$ cat src/rtl/fpu_disp_pkg.sv
// Shared types and constants for the FPU operation dispatcher.
// Holds the FSM state type, op-word field bounds, error bit indices and the rm check.
package fpu_disp_pkg;

   typedef enum logic [1:0] {
      IDLE,
      ISSUE,
      WAIT,
      DONE
   } state_t;

   localparam int OP_SEL_LSB = 2;
   localparam int OP_SEL_MSB = 12;

   localparam logic [31:0] CANON_NAN = 32'h7FC0_0000;
   localparam int          FLAG_NV   = 4;

   localparam int ERR_ILLEGAL = 0;
   localparam int ERR_OVERRUN = 1;
   localparam int ERR_TIMEOUT = 2;

   // Rounding modes 101, 110 and 111 are reserved.
   function automatic logic rm_reserved(input logic [2:0] rm);
      return rm[2] & (rm[1] | rm[0]);
   endfunction

endpackage

$ cat src/rtl/fpu_disp_timer.sv
// Timeout counter for the dispatcher: clear, count while enabled, flag expiry.
// Ports: clk, rst (async high), i_clr, i_en, o_expire (high on the last allowed cycle).
module fpu_disp_timer #(
   parameter int TIMEOUT_CYCLES = 256,
   parameter int TMR_W          = 9
) (
   input  logic clk,
   input  logic rst,
   input  logic i_clr,
   input  logic i_en,
   output logic o_expire
);

   localparam logic [TMR_W-1:0] LAST = TMR_W'(TIMEOUT_CYCLES - 1);

   logic [TMR_W-1:0] r_cnt;

   always_ff @(posedge clk or posedge rst) begin
      if (rst) begin
         r_cnt <= '0;
      end else if (i_clr) begin
         r_cnt <= '0;
      end else if (i_en) begin
         r_cnt <= r_cnt + TMR_W'(1);
      end
   end

   // Expire in the cycle whose increment would reach TIMEOUT_CYCLES,
   // so exactly TIMEOUT_CYCLES enabled cycles elapse before DONE.
   assign o_expire = i_en && (r_cnt == LAST);

endmodule

$ cat src/rtl/fpu_op_dispatcher.sv
// Issues one snapshotted FPU operation per OPERATION write and returns the result.
// Ports: op_start/op_valids/opA-C/frm request in, exu_* handshake, fpu_valids/result out, busy, err.
module fpu_op_dispatcher #(
   parameter int TIMEOUT_CYCLES = 256,
   parameter int TMR_W          = 9
) (
   input  logic        clk,
   input  logic        rst,
   input  logic        op_start,
   input  logic [12:0] op_valids,
   input  logic [31:0] opA,
   input  logic [31:0] opB,
   input  logic [31:0] opC,
   input  logic [2:0]  frm,
   input  logic        err_clr,
   output logic        exu_valid,
   input  logic        exu_ready,
   output logic [12:0] exu_op,
   output logic [31:0] exu_a,
   output logic [31:0] exu_b,
   output logic [31:0] exu_c,
   output logic [2:0]  exu_rm,
   input  logic        exu_done,
   input  logic [31:0] exu_result,
   input  logic [4:0]  exu_flags,
   output logic [12:0] fpu_valids,
   output logic [31:0] fpu_result,
   output logic [4:0]  exceptions,
   output logic        busy,
   output logic [2:0]  err
);

   import fpu_disp_pkg::*;

   state_t      r_state;
   state_t      w_next;
   logic [12:0] r_op;
   logic [31:0] r_a;
   logic [31:0] r_b;
   logic [31:0] r_c;
   logic [2:0]  r_rm;
   logic [31:0] r_result;
   logic [4:0]  r_flags;
   logic [2:0]  r_err;

   logic        w_legal;
   logic        w_snap;
   logic        w_cap;
   logic        w_tmo;
   logic        w_expire;
   logic        w_tmr_en;
   logic        w_tmr_clr;
   logic [2:0]  w_err_set;

   // Sub-op bits [1:0] are not checked; they travel with the op word.
   assign w_legal = $onehot(op_valids[OP_SEL_MSB:OP_SEL_LSB])
                 && !rm_reserved(frm);

   assign w_tmr_en  = (r_state == ISSUE) || (r_state == WAIT);
   assign w_tmr_clr = (r_state == IDLE);

   fpu_disp_timer #(
      .TIMEOUT_CYCLES (TIMEOUT_CYCLES),
      .TMR_W          (TMR_W)
   ) u_timer (
      .clk      (clk),
      .rst      (rst),
      .i_clr    (w_tmr_clr),
      .i_en     (w_tmr_en),
      .o_expire (w_expire)
   );

   always_comb begin
      w_next    = r_state;
      w_snap    = 1'b0;
      w_cap     = 1'b0;
      w_tmo     = 1'b0;
      w_err_set = '0;
      unique case (r_state)
         IDLE: begin
            if (op_start) begin
               if (w_legal) begin
                  w_snap = 1'b1;
                  w_next = ISSUE;
               end else begin
                  w_err_set[ERR_ILLEGAL] = 1'b1;
               end
            end
         end
         ISSUE: begin
            w_err_set[ERR_OVERRUN] = op_start;
            // A completion in the handshake cycle beats the timeout.
            if (exu_ready && exu_done) begin
               w_cap  = 1'b1;
               w_next = DONE;
            end else if (w_expire) begin
               w_tmo  = 1'b1;
               w_next = DONE;
            end else if (exu_ready) begin
               w_next = WAIT;
            end
         end
         WAIT: begin
            w_err_set[ERR_OVERRUN] = op_start;
            if (exu_done) begin
               w_cap  = 1'b1;
               w_next = DONE;
            end else if (w_expire) begin
               w_tmo  = 1'b1;
               w_next = DONE;
            end
         end
         DONE: begin
            w_err_set[ERR_OVERRUN] = op_start;
            w_next = IDLE;
         end
         default: w_next = IDLE;
      endcase
      w_err_set[ERR_TIMEOUT] = w_tmo;
   end

   always_ff @(posedge clk or posedge rst) begin
      if (rst) begin
         r_state <= IDLE;
      end else begin
         r_state <= w_next;
      end
   end

   always_ff @(posedge clk or posedge rst) begin
      if (rst) begin
         r_op <= '0;
         r_a  <= '0;
         r_b  <= '0;
         r_c  <= '0;
         r_rm <= '0;
      end else if (w_snap) begin
         r_op <= op_valids;
         r_a  <= opA;
         r_b  <= opB;
         r_c  <= opC;
         r_rm <= frm;
      end
   end

   always_ff @(posedge clk or posedge rst) begin
      if (rst) begin
         r_result <= '0;
         r_flags  <= '0;
      end else if (w_cap) begin
         r_result <= exu_result;
         r_flags  <= exu_flags;
      end else if (w_tmo) begin
         r_result <= CANON_NAN;
         r_flags  <= 5'(1 << FLAG_NV);
      end
   end

   // Clear first, then OR in new events so a set wins over err_clr.
   always_ff @(posedge clk or posedge rst) begin
      if (rst) begin
         r_err <= '0;
      end else begin
         r_err <= (err_clr ? 3'b000 : r_err) | w_err_set;
      end
   end

   assign exu_valid  = (r_state == ISSUE);
   assign exu_op     = r_op;
   assign exu_a      = r_a;
   assign exu_b      = r_b;
   assign exu_c      = r_c;
   assign exu_rm     = r_rm;
   assign fpu_valids = (r_state == DONE) ? r_op : 13'h0000;
   assign fpu_result = r_result;
   assign exceptions = r_flags;
   assign busy       = (r_state != IDLE);
   assign err        = r_err;

endmodule

$ cat config.mk
export PLATFORM = sky130hd
export DESIGN_NAME = fpu_op_dispatcher
export DESIGN_NICKNAME = d
export VERILOG_FILES = /design/src/rtl/fpu_disp_pkg.sv /design/src/rtl/fpu_disp_timer.sv /design/src/rtl/fpu_op_dispatcher.sv
export SDC_FILE = /design/constraint.sdc
export NUM_CORES = 1
export LEC_CHECK = 0
export CORE_MARGIN = 4
export CORE_UTILIZATION = 37
export DETAILED_ROUTE_END_ITERATION = 6
export GPL_TIMING_DRIVEN = 0
export PLACE_DENSITY = 0.77
export SYNTH_ARGS = -nofsm -noshare
export SYNTH_HDL_FRONTEND = slang
export SYNTH_SLANG_ARGS = --single-unit
$ cat constraint.sdc
create_clock -name clk -period 5.5 [get_ports clk]
set_clock_uncertainty 0.2 [all_clocks]
set_input_delay 0.825 -clock clk [delete_from_list [all_inputs] [get_ports clk]]
set_output_delay 0.825 -clock clk [all_outputs]
set_load 0.02 [all_outputs]
==> results of run 1 <==
-- per-layer routing --
| metal | GRT usage | share of wire | vias up |
|---|---|---|---|
| met5 | 0 | 0 | - |
| met3 | 0.0804 | 0.12 | 20 |
| met1 | 0.198 | 0.38 | 2502 |
| li1 | - | - | 2472 |
| met4 | 0.0630 | 0.016 | 0 |
| met2 | 0.303 | 0.49 | 215 |
-- cell type report --
| class | instances | area, µm² |
|---|---|---|
| Clock inverter | 12 | 125 |
| Buffer | 27 | 170 |
| Multi-Input combinational cell | 322 | 2450 |
| Tap cell | 229 | 287 |
| Inverter | 16 | 67.6 |
| Timing Repair Buffer | 322 | 3240 |
| Sequential cell | 163 | 4080 |
| Antenna cell | 1 | 2.50 |
| Clock buffer | 19 | 443 |
| Fill cell | 1496 | 7100 |
-- kinds of logic (layout without fill, tap and decap cells) --
kind of cell / Yosys count / in the layout
AO/OA/AOI/OAI: 68 / 68
other: 0 / 1
XOR/XNOR: 1 / 1
AND/OR/NAND/NOR: 126 / 126
buffers and inverters: 43 / 396
multiplexers: 113 / 113
flip-flops: 163 / 163
adder cells (fa/ha/maj): 14 / 14
-- sequential cells by signal, indices dropped and copies added (netlist names), 5 cells and up --
| signal | flops |
|---|---|
| exceptions | 5 |
| exu_a | 32 |
| exu_b | 32 |
| exu_c | 32 |
| exu_op | 13 |
| fpu_result | 32 |
| u_timer.r_cnt | 9 |
-- power groups by stage --
stage | combinational (mW) | sequential [mW] | clock (mW)
2_1_floorplan | 0.709 | 2.56 | 0
3_3_place_gp | 2.63 | 1.97 | 0
3_5_place_dp | 2.67 | 2.00 | 0
4_1_cts | 2.68 | 1.97 | 1.19
5_1_grt | 2.84 | 2.03 | 1.24
6_report | 2.64 | 1.97 | 1.15
-- cells in the final DEF (no fill, tap or decap), types with 7 or more instances in the layout --
master	n
and2_1	13
buf_6	8
o21ai_0	49
fa_1	7
ha_1	7
inv_1	15
clkdlybuf4s50_1	321
clkbuf_1	14
nand2_1	75
clkbuf_16	17
mux2_2	32
nor2_1	18
dfrtp_1	163
mux2_1	80
-- worst min-delay path by stage --
| stage | end | depth (start not counted) | from | slack [ps] |
|---|---|---|---|---|
| after floorplan | u_timer.r_cnt[8]$_DFFE_PP0P_ | 2 | u_timer.r_cnt[8]$_DFFE_PP0P_ | 250 |
| after global placement | err[2]$_DFF_PP0_ | 1 | err[2]$_DFF_PP0_ | 260 |
| after detailed placement | err[2]$_DFF_PP0_ | 1 | err[2]$_DFF_PP0_ | 270 |
| after CTS | exu_c[22]$_DFFE_PP0P_ | 1 | exu_c[22]$_DFFE_PP0P_ | 290 |
| after global routing | exu_c[5]$_DFFE_PP0P_ | 1 | exu_c[5]$_DFFE_PP0P_ | 300 |
| final | exu_c[17]$_DFFE_PP0P_ | 1 | exu_c[17]$_DFFE_PP0P_ | 280 |
-- per-stage QoR --
stage	util	std cells
finish	0.605	1111
global route	0.605	1111
CTS	0.605	1110
detailed placement	0.573	1079
global placement	0.571	1078
floorplan	-	528
==> summary.txt, run 1 <==
post-synthesis cell type count = 38
Critical Path Stages = 12
simple-gate area share of the yosys netlist = 0.0833
Synth Flop Type = dfrtp_1
cells along the critical path = clkdlybuf4s50_1, fa_1, fa_1, inv_1, fa_1, fa_1, fa_1, nand4b_1, nor3_2, buf_4, buf_6, mux2_1
crit path setup slack, layout = 397 ps
Clock Sinks = 163
Critical Path Source Type = primary input
Power Density = 530 nW/µm²
root buffer cell = clkbuf_16
RR Endpoint = exu_b[19]$_DFFE_PP0P_
outcome = complete, no violations
critical path data required time = 5600 ps
final net count = 1038
most common cell in the netlist = dfrtp_1
post-synthesis sequential area ratio = 0.603
Die Wd = 143 µm
antenna-violating nets left = 0
largest family of logic cells by synthesized area = multiplexers
final hold vios = 0
Post-Synth Adder-Cell Area = 0.0337
GPL Wtd Cong = 0.767
Avg Synthesized Cell Area = 12.8 µm²
Initial DRT Pass Iterations = 4
CTS tree = yes
number of global-route vias before repair = 5509
RSZ-0062 raised after global routing = false
# hold bufs at CTS = 0
Row Count = 49
WL per Instance = 16.6 µm
period utilisation layout = 0.928
Min Hold Slack = 283 ps
delay-heaviest family, CP = adder cells
worst vdd ir = 0.000327 V
design area = 10900 µm²
sequential fraction of design power = 0.342
post-synthesis net count = 697
io pins = 322
Area growth syn-to-layout = 60.7%
dpl cell area = 10300 µm²
clock share of power = 0.200
Via Count = 5209
Slowest-stage cell, CP = fa_1
Post-CTS Setup Inserts = 0
mux cell area share after synthesis = 0.188
total gr overflow = 0
post-synthesis compound-gate area fraction = 0.0561
DP HPWL = 14300 µm
Fin Setup TNS = 0 ps
H-tree levels = 4
initial antenna violation count = 1
global-route wire length before repair = 28400 µm
Synth top area share = 0.603
Post-Synthesis Cell Area = 6760 µm²
Clock Latency Late Sink = 420 ps
Async S/R FF share, synth = 1.00
Core Box Area = 18000 µm²
DRT iter0 DRCs = 196
Critical path destination = exu_b[19]$_DFFE_PP0P_
Max transition margin = 0.654
xor/xnor cell area share of the yosys netlist = 0.00130
CTS clk-pin slew, worst paths = 70 ps
most used cell along the critical path = fa_1
fin crit period = 5100 ps
Residual DRC = 0
R2R depth = 8
Total GRT Usage = 0.178
Num CTS Buffers = 17
Pwr Total = 5.76 mW
Critical Path Start = op_valids[2]
DR vias/cell = 4.69
Synth Warn # = 0
die area = 20500 µm²
Die Y = 143 µm
switching share of power = 0.363
Yosys top cell by area = dfrtp_1
Post-synth top cells = dfrtp_1 (163), mux2_1 (80), nand2_1 (75)
port bufs = 321
Fmax = 0.196 GHz
LEAKAGE = 4.71 nW
Final setup viols = 0
pre-CTS WS = -22.8 ps
max cap viols = 0
Logic pwr share = 0.458
worst slew pin tran = 518 ps
internal cell power = 3.67 mW
fraction of layout cells with a size suffix above 1 = 0.0908
arrival time worst endpoint = 5200 ps
P_sw = 2.09 mW
CP peak stage delay = 530 ps
crit path max fanout = 10
reg2reg setup slack = 2920 ps
Cells after Synth = 528
top post-synthesis cells by area = dfrtp_1 (60%), mux2_1 (13%), mux2_2 (5.3%), nand2_1 (4.2%), o21ai_0 (3.6%)
worst reg2reg startpoint = r_state[0]$_DFFE_PP0P_
Crit Path Class = primary input to register
Post-synth EDFFs = 0
largest net degree at the start of global routing = 90
post-CTS sizing = 0
fin. max-slew vios = 0
worst min path class = register to register
Bufs and invs on worst path = 4
CP endpoint kind = register
synthesized flop and latch total = 163
DRT Wirelength = 18500 µm
Starting Density = 0.376
clk buf depth = 2
(Power assumes the default switching activity.)
==> run 2, diff against run 1 <==
--- a/config.mk
+++ b/config.mk
@@ -9,6 +9,7 @@
 export CORE_UTILIZATION = 37
 export DETAILED_ROUTE_END_ITERATION = 6
 export GPL_TIMING_DRIVEN = 0
+export HOLD_SLACK_MARGIN = 0.02
 export PLACE_DENSITY = 0.77
 export SYNTH_ARGS = -nofsm -noshare
 export SYNTH_HDL_FRONTEND = slang
==> results of run 2 <==
No change in the layout: final DEF, timing and power equal those of run 1.
